$ cat config.mk
export PLATFORM = sky130hd
export DESIGN_NAME = led_flash_multi_flat
export DESIGN_NICKNAME = d
export VERILOG_FILES = /design/src/rtl/led_flash_multi_if.sv /design/src/rtl/led_flash_multi.sv /design/src/flat_wrapper.sv
export SDC_FILE = /design/constraint.sdc
export NUM_CORES = 1
export LEC_CHECK = 0
export ABC_CLOCK_PERIOD_IN_PS = 5500
export CORE_MARGIN = 5
export CORE_UTILIZATION = 55
export CTS_CLUSTER_SIZE = 20
export DETAILED_ROUTE_END_ITERATION = 6
export GPL_TIMING_DRIVEN = 1
export MAX_ROUTING_LAYER = met4
export PLACE_DENSITY_LB_ADDON = 0.3
export SLEW_MARGIN = 10
export SYNTH_ARGS = -nofsm -noshare
export SYNTH_HDL_FRONTEND = slang
export SYNTH_SLANG_ARGS = --single-unit
$ cat constraint.sdc
create_clock -name clock -period 5.5 [get_ports clock]
set_clock_uncertainty 0.2 [all_clocks]
set_input_delay 1.65 -clock clock [delete_from_list [all_inputs] [get_ports clock]]
set_output_delay 1.65 -clock clock [all_outputs]
set_load 0.1 [all_outputs]
$ cat src/rtl/led_flash_multi_if.sv
// Bundles the per-channel LED flasher inputs and LED outputs.
// The master drives activity, mode and period; the slave drives LED.
interface led_flash_multi_if #(
  parameter int NCH = 4,
  parameter int CW  = 24
);
  logic [NCH-1:0]   signal;
  logic [2*NCH-1:0] mode;
  logic [CW-1:0]    period;
  logic [NCH-1:0]   LED;

  modport master (output signal, mode, period, input LED);
  modport slave  (input signal, mode, period, output LED);
endinterface

$ cat src/rtl/led_flash_multi.sv
// Multi-channel LED flasher: each channel stretches, blinks, pulses or forces its
// LED from a shared period. Channels are fully independent lane instances.
module led_flash_lane #(
  parameter int CW = 24
) (
  input  logic          clock,
  input  logic          reset,
  input  logic          sig_i,
  input  logic [1:0]    mode_i,
  input  logic [CW-1:0] period_i,
  output logic          lit_o
);
  typedef enum logic [1:0] {
    MODE_STRETCH = 2'b00,
    MODE_BLINK   = 2'b01,
    MODE_PULSE   = 2'b10,
    MODE_FORCE   = 2'b11
  } mode_e;

  logic          lit_q, lit_d;
  logic [CW-1:0] cnt_q, cnt_d;
  logic          sig_prev_q, sig_prev_d;
  mode_e         mode_prev_q, mode_prev_d;
  mode_e         mode_cur;
  logic          expired;

  assign mode_cur = mode_e'(mode_i);
  // ">=" rather than "==" so a shrinking period ends the phase instead of wrapping
  assign expired  = (cnt_q >= period_i);

  always_comb begin
    lit_d       = lit_q;
    cnt_d       = cnt_q;
    sig_prev_d  = sig_i;
    mode_prev_d = mode_cur;
    if (mode_cur != mode_prev_q) begin
      // mode switch restarts the channel and ignores signal on this edge
      cnt_d = '0;
      lit_d = (mode_cur == MODE_FORCE);
    end else begin
      unique case (mode_cur)
        MODE_STRETCH: begin
          if (sig_i) begin
            cnt_d = '0;
            lit_d = 1'b1;
          end else if (expired) begin
            lit_d = 1'b0;
          end else begin
            cnt_d = cnt_q + CW'(1);
          end
        end
        MODE_BLINK: begin
          if (!sig_i) begin
            // preload so the next high edge lights immediately
            lit_d = 1'b0;
            cnt_d = period_i;
          end else if (expired) begin
            cnt_d = '0;
            lit_d = ~lit_q;
          end else begin
            cnt_d = cnt_q + CW'(1);
          end
        end
        MODE_PULSE: begin
          if (sig_i && !sig_prev_q) begin
            lit_d = 1'b1;
            cnt_d = '0;
          end else if (lit_q) begin
            if (expired) lit_d = 1'b0;
            else         cnt_d = cnt_q + CW'(1);
          end
        end
        MODE_FORCE: begin
          lit_d = 1'b1;
          cnt_d = '0;
        end
        default: ;
      endcase
    end
  end

  always_ff @(posedge clock) begin
    if (reset) begin
      lit_q       <= 1'b0;
      cnt_q       <= '0;
      sig_prev_q  <= 1'b0;
      mode_prev_q <= MODE_STRETCH;
    end else begin
      lit_q       <= lit_d;
      cnt_q       <= cnt_d;
      sig_prev_q  <= sig_prev_d;
      mode_prev_q <= mode_prev_d;
    end
  end

  assign lit_o = lit_q;
endmodule

module led_flash_multi #(
  parameter int NCH        = 4,
  parameter int CW         = 24,
  parameter bit ACTIVE_LOW = 1'b0
) (
  input  logic             clock,
  input  logic             reset,
  led_flash_multi_if.slave bus
);
  logic [NCH-1:0] lit;

  for (genvar i = 0; i < NCH; i++) begin : g_lane
    led_flash_lane #(.CW(CW)) u_lane (
      .clock    (clock),
      .reset    (reset),
      .sig_i    (bus.signal[i]),
      .mode_i   (bus.mode[2*i +: 2]),
      .period_i (bus.period),
      .lit_o    (lit[i])
    );
  end

  // lit is already a flop, so LED needs no extra output stage
  assign bus.LED = lit ^ {NCH{ACTIVE_LOW}};
endmodule

$ cat src/flat_wrapper.sv
// flat-port wrapper written by rule: the top's interface ports become plain ports
module led_flash_multi_flat 
#(
  parameter int NCH        = 4,
  parameter int CW         = 24,
  parameter bit ACTIVE_LOW = 1'b0
)
  (clock, reset, bus_signal, bus_mode, bus_period, bus_LED);
  led_flash_multi_if #(.NCH(NCH), .CW(CW)) bus_i ();
  input  logic clock;
  input  logic reset;
  input wire logic [$bits(bus_i.signal)-1:0] bus_signal;
  input wire logic [$bits(bus_i.mode)-1:0] bus_mode;
  input wire logic [$bits(bus_i.period)-1:0] bus_period;
  output wire logic [$bits(bus_i.LED)-1:0] bus_LED;
  assign bus_i.signal = bus_signal;
  assign bus_i.mode = bus_mode;
  assign bus_i.period = bus_period;
  assign bus_LED = bus_i.LED;
  led_flash_multi #(.NCH(NCH), .CW(CW), .ACTIVE_LOW(ACTIVE_LOW)) u_core (.clock(clock), .reset(reset), .bus(bus_i));
endmodule
==> results of run 1 <==
## power breakdown
part	total, mW	switching, mW	internal [mW]
registers	0.842	0.0179	0.824
clock network	0.703	0.347	0.357
logic	0.402	0.264	0.138
## placed cells by master (no fill, tap or decap), drive strengths merged, types with 39 or more instances in the layout
cell type and instances:
nand2 141, a31oi 39, a21oi 104, dfxtp 112, buf 59, inv 53
nand3 85, o21ai 90, nor2 88, ha 104, clkdlybuf4s50 41, nor3 48
## worst max-delay path, stage by stage
cell and delay (ns):
clkdlybuf4s50_1 0.65, inv_1 0.28, ha_1 0.37, nand4_1 0.13, or4_1 0.58, a2111oi_2 0.42, a2111oi_2 0.19, nand2_2 0.12
inv_2 0.13, ha_1 0.21, mux2i_1 0.14, o221ai_1 0.11, o21ai_0 0.10, nor2_1 0.05
## final timing paths
path,startpoint,to,slack [ns],depth (start not counted)
max reg2reg,u_core.g_lane[0].u_lane.cnt_q[13]$_SDFFE_PP0P_,u_core.g_lane[0].u_lane.cnt_q[14]$_SDFFE_PP0P_,2.13,9
min,u_core.g_lane[1].u_lane.cnt_q[23]$_SDFFE_PP0P_,u_core.g_lane[1].u_lane.cnt_q[23]$_SDFFE_PP0P_,0.32,2
max,bus_period[16],u_core.g_lane[2].u_lane.cnt_q[0]$_SDFFE_PP0P_,0.42,14
min reg2reg,u_core.g_lane[1].u_lane.cnt_q[23]$_SDFFE_PP0P_,u_core.g_lane[1].u_lane.cnt_q[23]$_SDFFE_PP0P_,0.32,2
## metrics by stage
| step | hold slack [ns] | std cells | utilization | setup slack (ns) |
|---|---|---|---|---|
| 2_1_floorplan | 0.278 | 1345 | - | 1.05 |
| 3_3_place_gp | 0.305 | 1600 | 0.603 | 0.222 |
| 3_5_place_dp | 0.310 | 1600 | 0.603 | 0.142 |
| 4_1_cts | 0.320 | 1616 | 0.620 | 0.494 |
| 5_1_grt | 0.358 | 1616 | 0.620 | 0.232 |
| 6_report | 0.324 | 1616 | 0.620 | 0.422 |
## layout make-up
class	instances	area share
inverters	52	0.0180
repair buffers	100	0.0766
flip-flops and latches	112	0.201
well taps	229	0.0257
clock inverters	6	0.00607
clock buffers	10	0.0206
multi-input cells	1107	0.652
## per-layer routing
layer	vias up	part of all wire	track usage
met5	-	0	-
met4	0	0.046	0.140
met3	115	0.091	0.0652
met2	528	0.44	0.478
met1	5264	0.42	0.429
li1	5211	-	-
## cells by family (layout without fill, tap and decap cells)
kind of cell,count (synthesis),in the layout,share of synthesized area
buffers and inverters,126,168,0.0532
AO/OA/AOI/OAI,439,439,0.288
multiplexers,9,9,0.00900
AND/OR/NAND/NOR,513,513,0.259
flip-flops,112,112,0.224
XOR/XNOR,42,42,0.0367
adder cells (fa/ha/maj),104,104,0.130
## sequential cells by signal (all words and copies together) (netlist names)
register and flops:
u_core.g_lane.u_lane.cnt_q 96, u_core.g_lane.u_lane.mode_prev_q 8, u_core.g_lane.u_lane.lit_o 4, u_core.g_lane.u_lane.sig_prev_q 4
==> flow_metrics.env, run 1 <==
export IMPL_numCtsBuffers=9
export IMPL_grt_start_max_net_pins=25
export IMPL_clockBufferDepth=2
export IMPL_postLayoutCellArea_mm2=0.0111
export IMPL_postRouteAntennaNets=0
export IMPL_worst_pin_slew_ns=0.979
export IMPL_total_power_mw=1.95
export IMPL_drt_pre_antenna_iters=6
export IMPL_ys_async_sr_fraction=0
export IMPL_grt_ovfl_total=0
export IMPL_insertion_delay_ns=0.37
export IMPL_ios=42
export IMPL_core_area_mm2=0.0180
export IMPL_status="completed"
export IMPL_rsz0062_at_grt="no"
export IMPL_multiInputGateArea_mm2=0.00725
export IMPL_fill_cells=1639
export IMPL_power_density_mw_per_mm2=175
export IMPL_cts_sinks=112
export IMPL_drc=0
export IMPL_dieArea_mm2=0.0210
export IMPL_peakVddDrop_uv=144
export IMPL_arrival_ns=5.13
export IMPL_synth_cell_types=87
export IMPL_io_buffers=41
export IMPL_row_count=49
export IMPL_synth_edff_count=0
export IMPL_fin_crit_sh=0.923
export IMPL_cts_htree_levels=3
export IMPL_synthCells=1345
export IMPL_gp_congestion=0.959
export IMPL_hold_path_class="flop to flop"
export IMPL_synth_commonest_cells="nand2_1 (138), dfxtp_1 (112), ha_1 (104)"
export IMPL_crit_type="input pin to flop"
export IMPL_die_y_um=145
export IMPL_setup_worst_path_end_class="flop"
export IMPL_cts_resized=0
export IMPL_wl_um=34500
export IMPL_dp_hpwl_um=25000
export IMPL_fp_dieW_um=145
export IMPL_cap_violations=0
export IMPL_syn_cell_area_mm2=0.0100
export IMPL_p_leak_nw=4.12
export IMPL_synthFlopType="dfxtp_1"
export IMPL_postCtsSetupBuffers=0
export IMPL_syn_nets=1487
export IMPL_holdBufCountCts=0
export IMPL_post_drt_wl_per_cell_um=21.3
export IMPL_cts_tree="done"
export IMPL_drt_initial_drc_count=1246
export IMPL_clockRootBuffer="clkbuf_16"
export IMPL_grt_pass1_wl_um=54600
export IMPL_grt_pass1_vias=10100
export IMPL_via_per_inst=6.88
export IMPL_antennaDiodeCount=0
export IMPL_setup_viol_count_final=0
export IMPL_ys_ff_latch=112
export IMPL_nets=1524
export IMPL_synth_area_leaders="dfxtp_1 (22%), ha_1 (13%), nand2_1 (5.2%)"
export IMPL_relSlewSlack=0.346
export IMPL_yosysSeqAreaShare=0.224
export IMPL_cp_required_ns=5.56
export IMPL_dpl_cell_area_mm2=0.0108
export IMPL_yosysWarnings=0
export IMPL_finalHoldViolCount=0
export IMPL_avgSynthCellArea_um2=7.44
export IMPL_period_minus_slack_ns=5.08
export IMPL_vias=11100
export IMPL_regArea_mm2=0.00224
export IMPL_setup_tns_ns=0
export IMPL_clock_fmax_mhz=197
export IMPL_cp_start_kind="input pin"
export IMPL_yosysMostFrequentCell="nand2_1"
export IMPL_drive_gt1_frac=0.0793
export IMPL_area_growth_pct=11.2
export IMPL_antenna_found_initial=0
export IMPL_finalMaxSlewViolations=0
export IMPL_track_usage=0.323
export IMPL_clkTransAtPathRegs_ns=0.08
export IMPL_initial_core_util=0.557
export IMPL_yosysTopAreaCellShare=0.224
export IMPL_yosys_area_top_type="dfxtp_1"
export IMPL_critPathMaxFanout=16
Power figures use the tool's default switching activity.
==> run 2, diff against run 1 <==
- ABC_CLOCK_PERIOD_IN_PS: 5500 -> 5600
- clock period: 5.5 -> 5.6 ns (I/O delays scaled with it)
==> run 2 against run 1 <==
Sequential power decreased by 2%. Routed wire length increased by 1.4%. Worst hold slack improved by 0.016 ns. First-iteration DRC count increased by 29%. Total power increased by 0.84%. Sequential cell count unchanged. Clock-buffer cell count increased by 1. Cell count about the same. Combinational power decreased by 1%. Die area unchanged. Non-clock buffer count increased by 1. Largest power group unchanged.
==> flow_metrics.env, run 2 (synthesized netlist as in run 1, its figures left out) <==
export IMPL_grt_pass1_vias=10200
export IMPL_grt_start_max_net_pins=25
export IMPL_cp_start_kind="input pin"
export IMPL_clockPowerShare=0.377
export IMPL_drive_gt1_frac=0.0800
export IMPL_drt_initial_drc_count=1604
export IMPL_grt_ovfl_total=0
export IMPL_insertion_delay_ns=0.37
export IMPL_cts_tree="done"
export IMPL_whs_path_depth=2
export IMPL_largest_reg_flops=96
export IMPL_peakVddDrop_uv=161
export IMPL_seq_power_share=0.421
export IMPL_fin_crit_sh=0.928
export IMPL_use_met3=0.0655
export IMPL_grt_most_used_layer="met2"
export IMPL_gp_congestion=0.994
export IMPL_setup_worst_path_end_class="flop"
export IMPL_finalMaxSlewViolations=0
export IMPL_die_y_um=145
export IMPL_initial_core_util=0.557
export IMPL_drc=0
export IMPL_cp_required_ns=5.64
export IMPL_power_internal_mw=1.35
export IMPL_dieArea_mm2=0.0210
export IMPL_wl_um=34900
export IMPL_cts_resized=0
export IMPL_setup_tns_ns=0
export IMPL_cts_sinks=112
export IMPL_critPathMaxFanout=22
export IMPL_ios=42
export IMPL_nets=1525
export IMPL_sw_frac_of_total=0.312
export IMPL_antennaDiodeCount=0
export IMPL_p_sw_mw=0.613
export IMPL_postRouteAntennaNets=0
export IMPL_p_leak_nw=4.15
export IMPL_setup_viol_count_final=0
export IMPL_dp_hpwl_um=25300
export IMPL_holdBufCountCts=0
export IMPL_worst_pin_slew_ns=0.974
export IMPL_r2r_cells=12
export IMPL_grt_pass1_wl_um=55300
export IMPL_cts_htree_levels=3
export IMPL_cap_violations=0
export IMPL_clkTransAtPathRegs_ns=0.08
export IMPL_crit_type="input pin to flop"
export IMPL_clockBufferDepth=2
export IMPL_reg_top3="u_core.g_lane.u_lane.cnt_q (96), u_core.g_lane.u_lane.mode_prev_q (8)"
export IMPL_top_register="u_core.g_lane.u_lane.cnt_q"
export IMPL_finalHoldViolCount=0
export IMPL_grt_util_met1=0.442
export IMPL_status="completed"
export IMPL_antenna_found_initial=0
export IMPL_mostFrequentLayoutCells="nand2_1 (138), dfxtp_1 (112), ha_1 (104), a21oi_1 (103)"
export IMPL_clock_fmax_mhz=193
export IMPL_fp_dieW_um=145
export IMPL_via_per_inst=6.92
export IMPL_dp_slack_ns=0.142
export IMPL_numCtsBuffers=9
export IMPL_relSlewSlack=0.348
export IMPL_vias=11200
export IMPL_io_buffers=41
export IMPL_layout_commonest_cell="nand2_1"
export IMPL_clockRootBuffer="clkbuf_16"
export IMPL_post_drt_wl_per_cell_um=21.6
export IMPL_drt_pre_antenna_iters=6
export IMPL_rsz0062_at_grt="no"
export IMPL_period_minus_slack_ns=5.19
export IMPL_arrival_ns=5.23
export IMPL_area_growth_pct=11.5
export IMPL_power_density_mw_per_mm2=176
export IMPL_row_count=49
export IMPL_grtUsageMet2=0.482
export IMPL_hold_path_class="flop to flop"
export IMPL_core_area_mm2=0.0180
export IMPL_fill_cells=1666
export IMPL_setup_ws_ns=0.406
export IMPL_track_usage=0.327
export IMPL_combPwrFrac=0.202
export IMPL_postCtsSetupBuffers=0
[run 2: cell count changes in the layout (fill, tap and decap cells not counted)]
cell        before  now
clkinvlp_4       2    0
buf_4           59   60
bufinv_16        1    2
clkbuf_8         0    1
clkinv_2         1    2
clkinv_4         1    0
[run 2: stage by stage]
stage / hold slack (ns) / total power [mW] / instance area [um^2] / cells / utilization
detailed placement: 0.321 / 1.23 / 10800 / 1601 / 0.604
floorplan: 0.278 / 1.07 / 10000 / 1345 / -
finish: 0.340 / 1.96 / 11200 / 1617 / 0.622
global route: 0.372 / 2.04 / 11200 / 1617 / 0.622
CTS: 0.331 / 1.95 / 11200 / 1617 / 0.622
global placement: 0.316 / 1.22 / 10800 / 1601 / 0.604
[run 2: final cells by class]
type	count	area, um^2	share of cell area
repair buffers	101	861	0.0771
well taps	229	287	0.0257
clock inverters	5	78.8	0.00706
clock buffers	11	243	0.0217
flip-flops and latches	112	2240	0.201
multi-input cells	1107	7250	0.650
inverters	52	200	0.0179
[run 2: worst paths after layout]
check                                                                 endpoint                                           start  slack, ns
worst min-delay path            u_core.g_lane[1].u_lane.cnt_q[15]$_SDFFE_PP0P_  u_core.g_lane[1].u_lane.cnt_q[15]$_SDFFE_PP0P_       0.34
worst max register to register   u_core.g_lane[1].u_lane.cnt_q[0]$_SDFFE_PP0P_  u_core.g_lane[1].u_lane.cnt_q[10]$_SDFFE_PP0P_       2.08
worst max-delay path             u_core.g_lane[1].u_lane.cnt_q[0]$_SDFFE_PP0P_                                  bus_period[22]       0.41
worst min register to register  u_core.g_lane[1].u_lane.cnt_q[15]$_SDFFE_PP0P_  u_core.g_lane[1].u_lane.cnt_q[15]$_SDFFE_PP0P_       0.34
[run 2: worst max-delay path, cell delays in order]
cell and delay [ns]:
clkdlybuf4s50_1 0.62, inv_1 0.10, buf_4 0.19, ha_1 0.33, nand4_1 0.15, a2111oi_0 0.67
a211o_1 0.53, inv_2 0.07, buf_4 0.23, ha_1 0.20, mux2i_1 0.15, o221ai_1 0.12
o21ai_0 0.13, nor2_1 0.06
[run 2: power by group through the flow]
| stage | registers [mW] | clock network, mW | logic [mW] |
|---|---|---|---|
| 6_report | 0.827 | 0.739 | 0.397 |
| 5_1_grt | 0.829 | 0.782 | 0.424 |
| 4_1_cts | 0.826 | 0.743 | 0.385 |
| 3_5_place_dp | 0.845 | 0 | 0.384 |
| 3_3_place_gp | 0.845 | 0 | 0.378 |
| 2_1_floorplan | 0.839 | 0 | 0.229 |
[run 2: metal layers]
| layer | part of all wire | vias to the layer above |
|---|---|---|
| met5 | 0 | - |
| met4 | 0.045 | 0 |
| met3 | 0.11 | 132 |
| met2 | 0.43 | 679 |
| met1 | 0.42 | 5181 |
| li1 | - | 5196 |
